--- src/rtl/cfg_pkg.sv ---
// Shared constants and types for the tile configuration loader.
// Frame geometry, state encoding and bus payload types live here.
package cfg_pkg;

  localparam int unsigned NUM_TILES       = 4;
  localparam int unsigned FRAME_W         = 77;
  localparam int unsigned IN_W            = 8;
  localparam int unsigned BYTES_PER_FRAME = (FRAME_W + IN_W - 1) / IN_W;
  localparam int unsigned TILE_W          = $clog2(NUM_TILES);
  localparam int unsigned CNT_W           = $clog2(BYTES_PER_FRAME);

  typedef enum logic [2:0] {IDLE, LOAD, WRITE, CHECK, DONE} cfg_state_t;

  typedef logic [FRAME_W-1:0]   cfg_frame_t;
  typedef logic [IN_W-1:0]      cfg_byte_t;
  typedef logic [TILE_W-1:0]    cfg_tile_t;
  typedef logic [NUM_TILES-1:0] cfg_wr_en_t;

endpackage

--- src/rtl/cfg_loader_if.sv ---
// Bitstream input handshake plus tile write bus of the configuration loader.
// master = bitstream source / tile side, slave = the loader.
interface cfg_loader_if;
  import cfg_pkg::*;

  logic       start;
  cfg_byte_t  din;
  logic       din_valid;
  logic       din_ready;
  cfg_frame_t bits;
  cfg_wr_en_t wr_en;
  cfg_tile_t  tile_idx;
  logic       busy;
  logic       done;
  logic       err;

  modport master (
    output start, din, din_valid,
    input  din_ready, bits, wr_en, tile_idx, busy, done, err
  );

  modport slave (
    input  start, din, din_valid,
    output din_ready, bits, wr_en, tile_idx, busy, done, err
  );

endinterface

--- src/rtl/cfg_frame_asm.sv ---
// Byte counter and frame assembly register: packs IN_W-wide bytes LSB-first
// into one FRAME_W frame; bytes landing above the frame width are dropped.
module cfg_frame_asm
  import cfg_pkg::*;
(
  input  logic       clk,
  input  logic       reset,
  input  logic       clear,
  input  logic       byte_en,
  input  cfg_byte_t  din,
  output cfg_frame_t frame_c,
  output logic       frame_full_c
);

  localparam cfg_frame_t BYTE_MASK = FRAME_W'({IN_W{1'b1}});

  logic [CNT_W-1:0] cnt_q, cnt_d;
  cfg_frame_t       asm_q, asm_d;
  logic [31:0]      shift_c;

  // frame_c is the assembly value including the byte accepted this cycle
  always_comb begin
    cnt_d        = cnt_q;
    asm_d        = asm_q;
    shift_c      = 32'(cnt_q) * IN_W;
    frame_full_c = byte_en && (cnt_q == CNT_W'(BYTES_PER_FRAME - 1));
    if (clear) begin
      cnt_d = '0;
      asm_d = '0;
    end else if (byte_en) begin
      asm_d = (asm_q & ~(BYTE_MASK << shift_c)) | (FRAME_W'(din) << shift_c);
      cnt_d = frame_full_c ? '0 : cnt_q + CNT_W'(1);
    end
    frame_c = asm_d;
  end

  always_ff @(posedge clk or posedge reset) begin
    if (reset) begin
      cnt_q <= '0;
      asm_q <= '0;
    end else begin
      cnt_q <= cnt_d;
      asm_q <= asm_d;
    end
  end

endmodule

--- src/rtl/cfg_loader.sv ---
// Tile configuration loader: assembles one frame per tile from a byte stream,
// strobes it into each tile in turn and verifies a trailing XOR checksum.
module cfg_loader
  import cfg_pkg::*;
(
  input  logic         clk,
  input  logic         reset,
  cfg_loader_if.slave  bus
);

  cfg_state_t state_q, state_d;
  cfg_tile_t  tile_q, tile_d;
  cfg_byte_t  acc_q, acc_d;
  cfg_frame_t bits_q, bits_d;
  cfg_wr_en_t wr_en_q, wr_en_d;
  logic       busy_q, busy_d;
  logic       done_q, done_d;
  logic       err_q, err_d;

  logic       din_ready_c;
  logic       accept_c;
  logic       asm_clear_c;
  logic       asm_byte_en_c;
  cfg_frame_t frame_c;
  logic       frame_full_c;

  assign din_ready_c   = (state_q == LOAD) || (state_q == CHECK);
  assign accept_c      = bus.din_valid && din_ready_c;
  assign asm_byte_en_c = accept_c && (state_q == LOAD);

  cfg_frame_asm u_frame_asm (
    .clk          (clk),
    .reset        (reset),
    .clear        (asm_clear_c),
    .byte_en      (asm_byte_en_c),
    .din          (bus.din),
    .frame_c      (frame_c),
    .frame_full_c (frame_full_c)
  );

  always_comb begin
    state_d     = state_q;
    tile_d      = tile_q;
    acc_d       = acc_q;
    bits_d      = bits_q;
    wr_en_d     = '0;
    err_d       = err_q;
    asm_clear_c = 1'b0;

    unique case (state_q)
      IDLE, DONE: begin
        if (bus.start) begin
          state_d     = LOAD;
          tile_d      = '0;
          acc_d       = '0;
          err_d       = 1'b0;
          asm_clear_c = 1'b1;
        end
      end
      LOAD: begin
        if (accept_c) begin
          acc_d = acc_q ^ bus.din;
          // bits and the strobe are registered together so bits is stable under wr_en
          if (frame_full_c) begin
            state_d = WRITE;
            bits_d  = frame_c;
            wr_en_d = NUM_TILES'(1) << tile_q;
          end
        end
      end
      WRITE: begin
        if (tile_q == TILE_W'(NUM_TILES - 1)) begin
          state_d = CHECK;
        end else begin
          state_d = LOAD;
          tile_d  = tile_q + TILE_W'(1);
        end
      end
      CHECK: begin
        if (accept_c) begin
          err_d   = (acc_q ^ bus.din) != '0;
          state_d = DONE;
        end
      end
      default: state_d = IDLE;
    endcase

    busy_d = (state_d != IDLE) && (state_d != DONE);
    done_d = (state_d == DONE);
  end

  always_ff @(posedge clk or posedge reset) begin
    if (reset) begin
      state_q <= IDLE;
      tile_q  <= '0;
      acc_q   <= '0;
      bits_q  <= '0;
      wr_en_q <= '0;
      busy_q  <= 1'b0;
      done_q  <= 1'b0;
      err_q   <= 1'b0;
    end else begin
      state_q <= state_d;
      tile_q  <= tile_d;
      acc_q   <= acc_d;
      bits_q  <= bits_d;
      wr_en_q <= wr_en_d;
      busy_q  <= busy_d;
      done_q  <= done_d;
      err_q   <= err_d;
    end
  end

  assign bus.din_ready = din_ready_c;
  assign bus.bits      = bits_q;
  assign bus.wr_en     = wr_en_q;
  assign bus.tile_idx  = tile_q;
  assign bus.busy      = busy_q;
  assign bus.done      = done_q;
  assign bus.err       = err_q;

endmodule

--- src/flat_wrapper.sv ---
// flat-port wrapper written by rule: the top's interface ports become plain ports
module cfg_loader_flat import cfg_pkg::*;
  (clk, reset, bus_start, bus_din, bus_din_valid, bus_din_ready, bus_bits, bus_wr_en, bus_tile_idx, bus_busy, bus_done, bus_err);
  cfg_loader_if bus_i ();
  input  logic clk;
  input  logic reset;
  input wire logic [$bits(bus_i.start)-1:0] bus_start;
  input wire logic [$bits(bus_i.din)-1:0] bus_din;
  input wire logic [$bits(bus_i.din_valid)-1:0] bus_din_valid;
  output wire logic [$bits(bus_i.din_ready)-1:0] bus_din_ready;
  output wire logic [$bits(bus_i.bits)-1:0] bus_bits;
  output wire logic [$bits(bus_i.wr_en)-1:0] bus_wr_en;
  output wire logic [$bits(bus_i.tile_idx)-1:0] bus_tile_idx;
  output wire logic [$bits(bus_i.busy)-1:0] bus_busy;
  output wire logic [$bits(bus_i.done)-1:0] bus_done;
  output wire logic [$bits(bus_i.err)-1:0] bus_err;
  assign bus_i.start = bus_start;
  assign bus_i.din = bus_din;
  assign bus_i.din_valid = bus_din_valid;
  assign bus_din_ready = bus_i.din_ready;
  assign bus_bits = bus_i.bits;
  assign bus_wr_en = bus_i.wr_en;
  assign bus_tile_idx = bus_i.tile_idx;
  assign bus_busy = bus_i.busy;
  assign bus_done = bus_i.done;
  assign bus_err = bus_i.err;
  cfg_loader u_core (.clk(clk), .reset(reset), .bus(bus_i));
endmodule
--- config.mk ---
export PLATFORM = sky130hd
export DESIGN_NAME = cfg_loader_flat
export DESIGN_NICKNAME = d
export VERILOG_FILES = /design/src/rtl/cfg_pkg.sv /design/src/rtl/cfg_loader_if.sv /design/src/rtl/cfg_frame_asm.sv /design/src/rtl/cfg_loader.sv /design/src/flat_wrapper.sv
export SDC_FILE = /design/constraint.sdc
export NUM_CORES = 1
export LEC_CHECK = 0
export CAP_MARGIN = 20
export CELL_PAD_IN_SITES_DETAIL_PLACEMENT = 0
export CELL_PAD_IN_SITES_GLOBAL_PLACEMENT = 1
export CORE_ASPECT_RATIO = 1.2
export CORE_MARGIN = 2
export CORE_UTILIZATION = 35
export CTS_CLUSTER_DIAMETER = 40
export DETAILED_ROUTE_END_ITERATION = 12
export PLACE_DENSITY_LB_ADDON = 0.1
export REMOVE_ABC_BUFFERS = 1
export SLEW_MARGIN = 25
export SYNTH_ARGS = -nofsm -noshare
export SYNTH_HDL_FRONTEND = slang
export SYNTH_SLANG_ARGS = --single-unit
--- constraint.sdc ---
create_clock -name clk -period 9.04 [get_ports clk]
set_clock_uncertainty 0.2 [all_clocks]
set_input_delay 2.712 -clock clk [delete_from_list [all_inputs] [get_ports clk]]
set_output_delay 2.712 -clock clk [all_outputs]
set_load 0.02 [all_outputs]
======== After elaboration in Yosys (flattened, before gate mapping) ========
Cells that the tools add are included.
word-level totals
  bits in registers ....................... 178
  output and inout bits ................... 87
  bits of input ports ..................... 12
  word-level logic and storage cells ...... 73
operators by class
  bitwise logic cells ..................... 4
  multiplexer cells ....................... 25
  add/subtract/negate cells ............... 2
  eq/ne operators ......................... 12
  shifts and indexed selects .............. 3
  reductions and logical operators ........ 17
operator list
  cell                  count
  $mux 77               2
  $and 77x77->77        1
  $not 77->77           1
  $or 77x77->77         1
  $shl 8x7->77          1
  $shl 8x7->77 const A  1
  $mux 4                6
  $mux 8                2
  $pmux 8 s2            1
  $mux 3                4
  $pmux 3 s4            1
  $reduce_and 3->1      4
  $reduce_bool 2->1     4
  $reduce_bool 8->1     1
  $xor 8x8->8           1
  $eq 3x2->1 const B    2
  $eq 3x3->1 const B    2
  $mux 2                3
  $add 4x1->4 const B   1
  $eq 4x4->1 const B    1
  $logic_and 1x1->1     4
  $mux 1                4
  $ne 2x1->1 const B    2
  $ne 2x2->1 const B    2
  11 further kinds      11

======== Depth between registers and ports, before layout ========
Gate-level depths: netlist (run 1).
  depth after elaboration ................. 10
  depth in mapped cells ................... 9
  gate-level depth less buffers ........... 6

======== Hierarchy ========
A second synthesis (run 1) with hierarchy kept.
unflattened totals
  cells, all modules ...................... 573
  area total of the unflattened synthesis .. 7497.2 µm²
modules (own cells, without submodules)
  module         cells each  area each (µm²)  times used
  cfg_loader     280         3975.1           1
  cfg_frame_asm  293         3522.1           1

======== Worst setup path after synthesis (run 1) ========
Ideal clock, no wire load.
  path type ............................... input to register
  from .................................... input port bus_start
  to ...................................... register u_core.bits_q[48] (netlist: u_core.bus.bits[48])
  data required time ...................... 8.715 ns
  path slack .............................. 4.806 ns
  stages on the path ...................... 6
  arrival time ............................ 3.909 ns
  cell sequence ........................... or3b_1 buf_6 and2_4 buf_6 a22o_1 mux2_2
on the way
  longest elaborated chain between the ends .. 3
ends and longest elaborated chain
  item                          RTL line             text
  from (decl)                   flat_wrapper.sv:7    input wire logic [$bits(bus_i.start)-1:0] bus_start;
  $mux 1                        cfg_loader.sv:52     if (bus.start) begin
  $mux 1                        cfg_loader.sv:50     unique case (state_q)
  $mux 77                       cfg_frame_asm.sv:27  if (clear) begin
  named net u_core.frame_c[48]  cfg_loader.sv:24     cfg_frame_t frame_c;
  to (signal assigned)          cfg_loader.sv:106    bits_q <= bits_d;
  to (decl)                     cfg_loader.sv:14     cfg_frame_t bits_q, bits_d;
The timed path passes the listed nets, and every way through them passes these cells.
A chain may end at the register's enable or synchronous reset.

======== Final worst setup path (run 1) ========
  from .................................... input port bus_din_valid
  to ...................................... register u_core.bits_q[54] (netlist: u_core.bus.bits[54])
on the way
  longest elaborated chain between the ends .. 4
  elaborated cells on any way between the ends .. 6
  those cells by class .................... mux: 2; reduce/logical: 4
ends and longest elaborated chain
  item                                                 RTL line                                  text
  from (decl)                                          flat_wrapper.sv:9                         input wire logic [$bits(bus_i.din_valid)-1:0] bus_din_valid;
  $logic_and 1x1->1 (*)                                cfg_loader.sv:28                          assign accept_c = bus.din_valid && din_ready_c;
  $logic_and 1x1->1                                    cfg_loader.sv:29                          assign asm_byte_en_c = accept_c && (state_q == LOAD);
  $mux 77 / $logic_and 1x1->1 (equally long branches)  cfg_frame_asm.sv:30, cfg_frame_asm.sv:26
  $mux 77 / $reduce_and 3->1 (equally long branches)   -
Every way passes the cells marked *; elsewhere a longest branch is shown, timed or not.

==> results of run 1 <==
[critical path, stage by stage]
cell,delay [ns]
clkdlybuf4s50_1,0.67
and3b_1,0.35
and3_4,0.64
buf_4,0.66
mux2_2,0.42
[cells in the mapped netlist]
library cell and number:
and3_1 7, or3_1 1, buf_2 13, a21oi_1 6
o21ai_0 11, mux2_4 8, a31oi_2 3, nor4_2 3
nand4bb_1 1, a22oi_1 2, o41ai_1 3, nand4_1 3
nor4_4 1, and4_1 2, nand3_1 8, a31oi_1 45
xnor2_1 8, clkbuf_1 6, nor2b_1 4, a22o_1 25
nand2_1 153, ha_1 10, o211ai_1 1, nand2b_1 1
nor3b_2 1, and2_1 4, and2_4 8, and4bb_1 1
buf_4 7, mux2_2 17, inv_1 17, a41oi_1 1
o2bb2a_1 8, buf_1 2, nor3b_1 10, dfrtp_1 173
a21o_1 8, and3b_1 1, nor2_1 50, o21ai_1 8
or3b_1 1, nand4bb_4 1, buf_6 13
[per-layer routing]
metal	global-route usage	vias to the layer above
met3	0.0409	22
met5	0	-
met4	0.0587	0
met2	0.269	111
li1	-	2409
met1	0.223	2483
[power breakdown]
group | switching, uW | internal (uW) | total [uW]
registers | 127 | 1000 | 1130
clock network | 311 | 381 | 691
logic | 469 | 365 | 835
[cell families (layout without fill, tap and decap cells)]
logic type	count (synthesis)	after routing	synth area share
AOI/OAI and AO/OA	121	121	0.118
and+or+nand+nor	261	261	0.169
DFF	173	173	0.594
adders and majority gates	10	10	0.0172
buffers and inverters	58	151	0.0491
xor gates and xnor gates	8	8	0.00962
muxes	25	25	0.0428
[path summary, 6_finish.rpt]
| path | start | endpoint | slack [ns] | depth (start not counted) |
|---|---|---|---|---|
| min in group asynchronous | reset | u_core.bus.bits[40] | 2.56 | 2 |
| hold / removal | u_core.u_frame_asm.asm_q[8] | u_core.u_frame_asm.asm_q[8] | 0.26 | 2 |
| setup reg to reg | u_core.state_q[1] | u_core.bus.bits[54] | 5.86 | 4 |
| max in group asynchronous | reset | u_core.u_frame_asm.asm_q[13] | 4.92 | 3 |
| hold reg to reg | u_core.u_frame_asm.asm_q[8] | u_core.u_frame_asm.asm_q[8] | 0.26 | 2 |
| setup / recovery | bus_din_valid | u_core.bus.bits[54] | 3.65 | 5 |
[state kept, by name (all words and copies together), names as in the netlist]
name                      flops
u_core.state_q                3
u_core.bus.tile_idx           2
u_core.bus.err                1
u_core.bus.busy               1
u_core.u_frame_asm.asm_q     72
u_core.acc_q                  8
u_core.bus.wr_en              4
u_core.bus.bits              77
u_core.bus.done               1
u_core.u_frame_asm.cnt_q      4
[per-stage QoR]
| step | cells | cell area, um^2 |
|---|---|---|
| 2_1_floorplan | 615 | 6990 |
| 3_3_place_gp | 982 | 8340 |
| 3_5_place_dp | 982 | 8340 |
| 4_1_cts | 1014 | 8890 |
| 5_1_grt | 1014 | 8890 |
| 6_report | 1014 | 8890 |
[area by class of cell]
cell class	instances	area share
Clock inverter	13	0.0132
Inverter	17	0.00774
Clock buffer	19	0.0487
Tap cell	265	0.0373
Sequential cell	173	0.487
Timing Repair Buffer	102	0.114
Multi-Input combinational cell	425	0.293
==> run_results.csv, run 1 <==
group,metric,value,unit
outcome,status,"finished, final reports clean",
grt,overflow,0,
sta,fmax,185,MHz
power,power_density,299,nW/um^2
routing,met3_length,785,um
place,gp_congestion,0.785,
place,dp_hpwl,11300,um
routing,wl_per_cell,17.3,um
routing,wl_met1,7840,um
critical_path,crit_arrival,5.51,ns
critical_path,startpoint_type,"primary input",
place,io_buffers,98,
die,ioPinCount,99,
grt,grt_pass1_vias,5050,
synth,synth.area.top_cells,"dfrtp_1 (59%), nand2_1 (7.9%), a31oi_1 (3.9%)",
die,die_y,162,um
synth,yosysWarnings,0,
critical_path,endpoint_kind,"flop",
finish,final_common_cell,"dfrtp_1",
finish,ff_latch_area,4330,um^2
critical_path,required,9.15,ns
finish,n_fill_cell,1948,
routing,via_per_inst,4.96,
die,core_area,20300,um^2
finish,nets,758,
finish,final_cell_mix,"dfrtp_1 (173), nand2_1 (153), clkdlybuf4s50_1 (98), nor2_1 (50), a31oi_1 (45)",
sta,period_minus_slack,5.39,ns
clock_tree,cts_tree,"yes",
synth,synth_top_area_cell,"dfrtp_1",
synth,syn-mean-instance-area,11.1,um^2
routing,detail-route-antenna-nets,0,
die,rows,57,
critical_path,worstSetupPathType,"in2reg",
sta,grt_setup_unrepaired,"false",
finish,fin_util,0.438,
sta,setup-tns-final,0,ns
synth,ys_seq_area_frac,0.594,
routing,routed.top_layer,"met4",
finish,drive_above_1_share,0.104,
routing,vias,5025,
grt,grt_first_pass_wirelength,28000,um
finish,diodes,0,
synth,yosys_register_bits,173,
clock_tree,ctsHoldBuffers,0,
power,finalPower,2660,uW
sta,finalSetupViolCount,0,
critical_path,critPathMaxFanout,60,
clock_tree,clk_latency,0.43,ns
clock_tree,cts_buffer_depth,2,
clock_tree,root_buffer,"clkbuf_16",
routing,wl_met2,8550,um
sta,slew_violations,0,
sta,hold_viol,0,
clock_tree,cts_inserted_buffers,17,
routing,drtPass1Iterations,4,
sta,tightest_slew,0.981,ns
sta,fin_hold_ws,0.262,ns
sta,slew_headroom,0.344,
clock_tree,clk_pin_slew_worst_paths,0.07,ns
routing,wl,17500,um
synth,syn_inst,656,
worst_hold_path,hold_class,"reg2reg",
clock_tree,ctsHtreeMaxLevel,4,
die,start_util,0.358,
routing,drt_iter0_markers,283,
die,die-area,22000,um^2
power,ir_drop,0.149,mV
synth,yosysTopAreaCellShare,0.594,
grt,grt_max_degree,76,
synth,ys_types,43,
clock_tree,post-cts-setup-buffers,0,
place,dp_slack,3.20,ns
power,leakage,0.00423,uW
sta,period_share,0.597,
grt,antenna_found_initial,0,
routing,remaining_drc_errors,0,
clock_tree,cts_num_sinks,173,
run,max_cap_viol_count,0,
finish,area_growth,22.1,%
clock_tree,cts_resized,0,
finish,multi_input_area,2600,um^2
die,fp.dieW,136,um
grt,grt_usage,0.168,
synth,syn_area,7280,um^2
sta,setup_ws,3.65,ns
No activity file was read; power rests on OpenSTA's default activity.
==> inputs of run 2 (changes only) <==
Clock period 9.04 ns to 5.18 ns, I/O delays scaled along.
==> run 2 against run 1 <==
Effect of this change: design area increased by 0.62%; via count increased by 0.28%; first-iteration DRC count decreased by 9.5%; non-clock buffer count increased by 3; critical path depth decreased by 2; clock-buffer cell count decreased by 1; sequential share of layout area decreased by 0.30 points; wire length decreased by 0.11%; global-route usage increased by 0.16 points; critical path type is now reg2out; critical endpoint is now bus_din_ready; largest cell class unchanged.
==> run_results.csv, run 2 (same netlist as run 1, synthesis figures left out) <==
group,metric,value,unit
finish,area_growth,22.8,%
power,power_density,522,nW/um^2
finish,largest_register_ffs,77,
critical_path,r2r-end,"u_core.bus.bits[40]",
finish,final_cell_mix,"dfrtp_1 (173), nand2_1 (153), clkdlybuf4s50_1 (98), nor2_1 (50), a31oi_1 (45)",
sta,fmax,265,MHz
worst_hold_path,hold_class,"reg2reg",
grt,antenna_found_initial,0,
routing,drt_iter0_markers,256,
clock_tree,cts_resized,0,
sta,period_share,0.727,
clock_tree,ctsHtreeMaxLevel,4,
sta,hold_viol,0,
grt,grt_pass1_vias,5182,
grt,grt_usage,0.170,
die,rows,57,
place,postPlaceCellArea,8390,um^2
sta,setup-tns-final,0,ns
critical_path,reg2regPathDepth,5,
grt,grt_max_degree,106,
finish,multi_input_area,2600,um^2
critical_path,critPathMaxFanout,12,
clock_tree,ctsHoldBuffers,0,
routing,detail-route-antenna-nets,0,
sta,slew_headroom,0.396,
die,core_area,20300,um^2
die,fp.dieW,136,um
finish,nets,761,
die,ioPinCount,99,
sta,period_minus_slack,3.77,ns
clock_tree,root_buffer,"clkbuf_16",
place,io_buffers,98,
worst_hold_path,min_to,"u_core.u_frame_asm.asm_q[65]",
grt,overflow,0,
place,place_inst,985,
routing,via_per_inst,4.96,
clock_tree,clk_latency,0.42,ns
clock_tree,cts_buffer_depth,2,
routing,remaining_drc_errors,0,
grt,grt_first_pass_wirelength,28500,um
sta,finalSetupViolCount,0,
finish,drive_above_1_share,0.109,
critical_path,crit_arrival,2.01,ns
finish,diodes,0,
die,die_y,162,um
clock_tree,cts_inserted_buffers,17,
critical_path,r2r-start,"u_core.state_q[1]",
die,start_util,0.358,
worst_hold_path,holdPathStages,2,
finish,n_fill_cell,1950,
critical_path,endpoint_kind,"output pin",
sta,setup_ws,1.41,ns
critical_path,worstSetupPathType,"reg2out",
routing,vias,5039,
power,leakage,0.00426,uW
outcome,status,"finished, final reports clean",
critical_path,required,3.43,ns
finish,layoutNonFillerInstCount,1016,
finish,finalInstanceArea,8950,um^2
routing,wl_per_cell,17.2,um
sta,slew_violations,0,
clock_tree,clk_pin_slew_worst_paths,0.07,ns
clock_tree,cts_num_sinks,173,
critical_path,startpoint_type,"flop",
worst_hold_path,hold_path.startpoint,"u_core.u_frame_asm.asm_q[65]",
sta,grt_setup_unrepaired,"false",
routing,drtPass1Iterations,5,
clock_tree,cts_tree,"yes",
finish,final_common_cell,"dfrtp_1",
routing,wl,17500,um
power,ir_drop,0.229,mV
run,max_cap_viol_count,0,
sta,tightest_slew,0.894,ns
clock_tree,post-cts-setup-buffers,0,
place,gp_congestion,0.762,
die,die-area,22000,um^2
power,finalPower,4670,uW
finish,ff_latch_area,4330,um^2
place,dp_slack,0.955,ns
critical_path,worstSetupStartpoint,"u_core.state_q[0]",
critical_path,r2r_slack,2.41,ns
place,dp_hpwl,11500,um
run 2: cell types whose count changed in the layout (fill, tap and decap cells not counted), sizes merged:
cell and delta:
buf +3, clkinvlp -1, clkinv +1, clkbuf -1
run 2: how the worst max path moves through the flow:
stage | end | slack [ns] | cells after the start
finish | bus_din_ready | 1.41 | 3
global placement | u_core.bus.bits[40] | 1.07 | 6
CTS | bus_din_ready | 1.42 | 3
floorplan | u_core.acc_q[0] | -1.26 | 1
global route | u_core.bus.bits[40] | 1.22 | 6
detailed placement | u_core.bus.bits[69] | 0.96 | 6
run 2: power breakdown:
group          total, uW  leakage (uW)  switching, uW  internal, uW
Sequential          1990       0.00233            224          1760
Combinational       1470       0.00167            822           650
Clock               1220      0.000269            541           674
Total               4670       0.00426           1590          3090
run 2: final cells by class:
cell class / instances / area share
Clock buffer: 18 / 0.0491
Clock inverter: 13 / 0.0130
Inverter: 17 / 0.00797
Multi-Input combinational cell: 425 / 0.291
Sequential cell: 173 / 0.484
Tap cell: 265 / 0.0371
Timing Repair Buffer: 105 / 0.118
run 2: per-layer routing:
layer | vias to the layer above | track usage | part of all wire
met5 | - | 0 | 0
li1 | 2412 | - | -
met1 | 2521 | 0.222 | 0.45
met3 | 14 | 0.0400 | 0.038
met4 | 0 | 0.0488 | 0.013
met2 | 92 | 0.281 | 0.50
run 2: through the flow:
step	util	hold slack [ns]
detailed placement	0.413	0.251
global placement	0.413	0.244
CTS	0.440	0.265
global route	0.440	0.288
finish	0.440	0.262
floorplan	-	0.233
run 2: critical path: stages, from the launching register on:
cell,delay (ns)
dfrtp_1,0.60
inv_1,0.11
nor2_1,0.22
clkdlybuf4s50_1,0.66
==> inputs of run 3 (changes only) <==
Clock period 5.18 ns to 3.1 ns, I/O delays scaled along.
==> run 3 against run 2 <==
Effect of this change: non-clock buffer count grew 37; first-iteration DRC count increased by 17%; critical endpoint unchanged; critical path type unchanged; die area stayed put; via count increased by 3.8%; utilization rose by 1.9 points; sequential cell count unchanged; register-to-register slack worse by 1.7 ns; largest power group unchanged; clock power is 77% higher; power is 73% higher; design area rose by 4.3%.
==> run_results.csv, run 3 (same netlist as run 1, synthesis figures left out) <==
group,metric,value,unit
finish,final_common_cell,"dfrtp_1",
critical_path,path_cells,"inv_1 > nor2_1 > clkdlybuf4s50_1",
clock_tree,clk_latency,0.43,ns
sta,finalSetupViolCount,0,
finish,n_fill_cell,1907,
clock_tree,cts_inserted_buffers,17,
clock_tree,cts_num_sinks,173,
critical_path,startpoint_type,"flop",
outcome,status,"finished, final reports clean",
finish,layoutNonFillerInstCount,1054,
routing,remaining_drc_errors,0,
routing,drtPass1Iterations,5,
routing,drt_iter0_markers,300,
critical_path,cp_slowest_stage_delay,0.65,ns
sta,fmax,355,MHz
routing,vias,5229,
place,dp_hpwl,13100,um
clock_tree,clk_pin_slew_worst_paths,0.06,ns
grt,grt_max_degree,53,
sta,slew_violations,0,
routing,wl_per_cell,17.4,um
finish,area_growth,28.1,%
clock_tree,post-cts-setup-buffers,0,
finish,multi_input_area,2600,um^2
clock_tree,cts_buffer_depth,2,
clock_tree,cts_tree,"yes",
run,max_cap_viol_count,0,
die,rows,57,
die,start_util,0.358,
finish,final_cell_mix,"dfrtp_1 (173), nand2_1 (153), clkdlybuf4s50_1 (98), nor2_1 (50), a31oi_1 (45)",
place,place_inst,1022,
sta,tightest_slew,0.582,ns
finish,ff_latch_area,4330,um^2
power,finalPower,8070,uW
routing,via_per_inst,4.96,
routing,wl,18300,um
worst_hold_path,hold_class,"reg2reg",
power,leakage,0.00447,uW
sta,period_minus_slack,2.82,ns
clock_tree,ctsHoldBuffers,0,
critical_path,critPathMaxFanout,3,
sta,slew_headroom,0.611,
finish,nets,798,
die,die_y,162,um
place,gp_congestion,0.760,
critical_path,cp_top_family,"buffers and inverters",
die,fp.dieW,136,um
grt,antenna_found_initial,0,
sta,period_share,0.909,
routing,detail-route-antenna-nets,0,
sta,grt_setup_unrepaired,"false",
grt,grt_usage,0.177,
place,io_buffers,98,
clock_tree,cts_resized,0,
critical_path,worstSetupPathType,"reg2out",
die,core_area,20300,um^2
clock_tree,root_buffer,"clkbuf_16",
finish,drive_above_1_share,0.151,
grt,grt_pass1_vias,5359,
grt,overflow,0,
power,power_density,865,nW/um^2
grt,grt_first_pass_wirelength,29800,um
sta,hold_viol,0,
critical_path,critPathBufInv,2,
critical_path,crit_arrival,1.69,ns
die,ioPinCount,99,
finish,diodes,0,
critical_path,required,1.97,ns
die,die-area,22000,um^2
clock_tree,ctsHtreeMaxLevel,4,
critical_path,endpoint_kind,"output pin",
power,ir_drop,0.413,mV
finish,largest_register_ffs,77,
critical_path,crit_path_top_delay_cell,"clkdlybuf4s50_1",
==> run 3: changes by cell type in the layout (fill, tap and decap cells not counted), sizes merged <==
cell,change
bufinv,+1
clkbuf,+1
clkinv,-2
buf,+37
inv,+1
==> run 3: path summary, 6_finish.rpt <==
path                                              start  slack (ns)  depth (start not counted)                           end
setup / recovery                      u_core.state_q[0]        0.28                          3                 bus_din_ready
hold / removal             u_core.u_frame_asm.asm_q[67]        0.26                          2  u_core.u_frame_asm.asm_q[67]
setup reg to reg                      u_core.state_q[1]        0.69                          4           u_core.bus.bits[50]
hold reg to reg            u_core.u_frame_asm.asm_q[67]        0.26                          2  u_core.u_frame_asm.asm_q[67]
max in group asynchronous                         reset        1.41                          3  u_core.u_frame_asm.asm_q[53]
min in group asynchronous                         reset        0.67                          2           u_core.bus.bits[40]
==> run 3: power by group <==
part | internal, uW | leakage [uW] | switching (uW) | total (uW)
Sequential | 2940 | 0.00233 | 395 | 3340
Clock | 1230 | 0.000284 | 930 | 2160
Combinational | 1180 | 0.00186 | 1380 | 2570
Total | 5360 | 0.00447 | 2710 | 8070
==> run 3: per-layer routing <==
metal | vias to the layer above | part of all wire | track usage | wire length (um)
li1 | 2487 | - | - | -
met1 | 2619 | 0.46 | 0.237 | 8360
met2 | 110 | 0.50 | 0.293 | 9150
met3 | 13 | 0.035 | 0.0359 | 633
met4 | 0 | 0.0090 | 0.0483 | 164
met5 | - | 0 | 0 | 0
==> run 3: area by class of cell <==
class / count / share of cell area
clock buffer: 19 / 0.0475
clock inverter: 13 / 0.0168
timing repair buffer: 142 / 0.150
inverter: 17 / 0.00738
tap: 265 / 0.0355
sequential: 173 / 0.464
multi-input combinational: 425 / 0.279
==> run 3: tightest hold or removal path, cell delays in order (launching register included) <==
cell and delay [ns]:
dfrtp_1 0.32, nand2_1 0.06, nand2_1 0.05
==> run 3: through the flow <==
step           area, um^2  hold slack [ns]  utilization  TNS (ns)  worst slack [ns]
6_report             9330            0.260        0.459         0             0.283
5_1_grt              9330            0.284        0.459         0             0.219
4_1_cts              9330            0.265        0.459         0             0.261
3_5_place_dp         8730            0.251        0.430         0            0.0436
3_3_place_gp         8730            0.244        0.430         0            0.0594
2_1_floorplan        6990            0.233            -   -541.72             -2.72
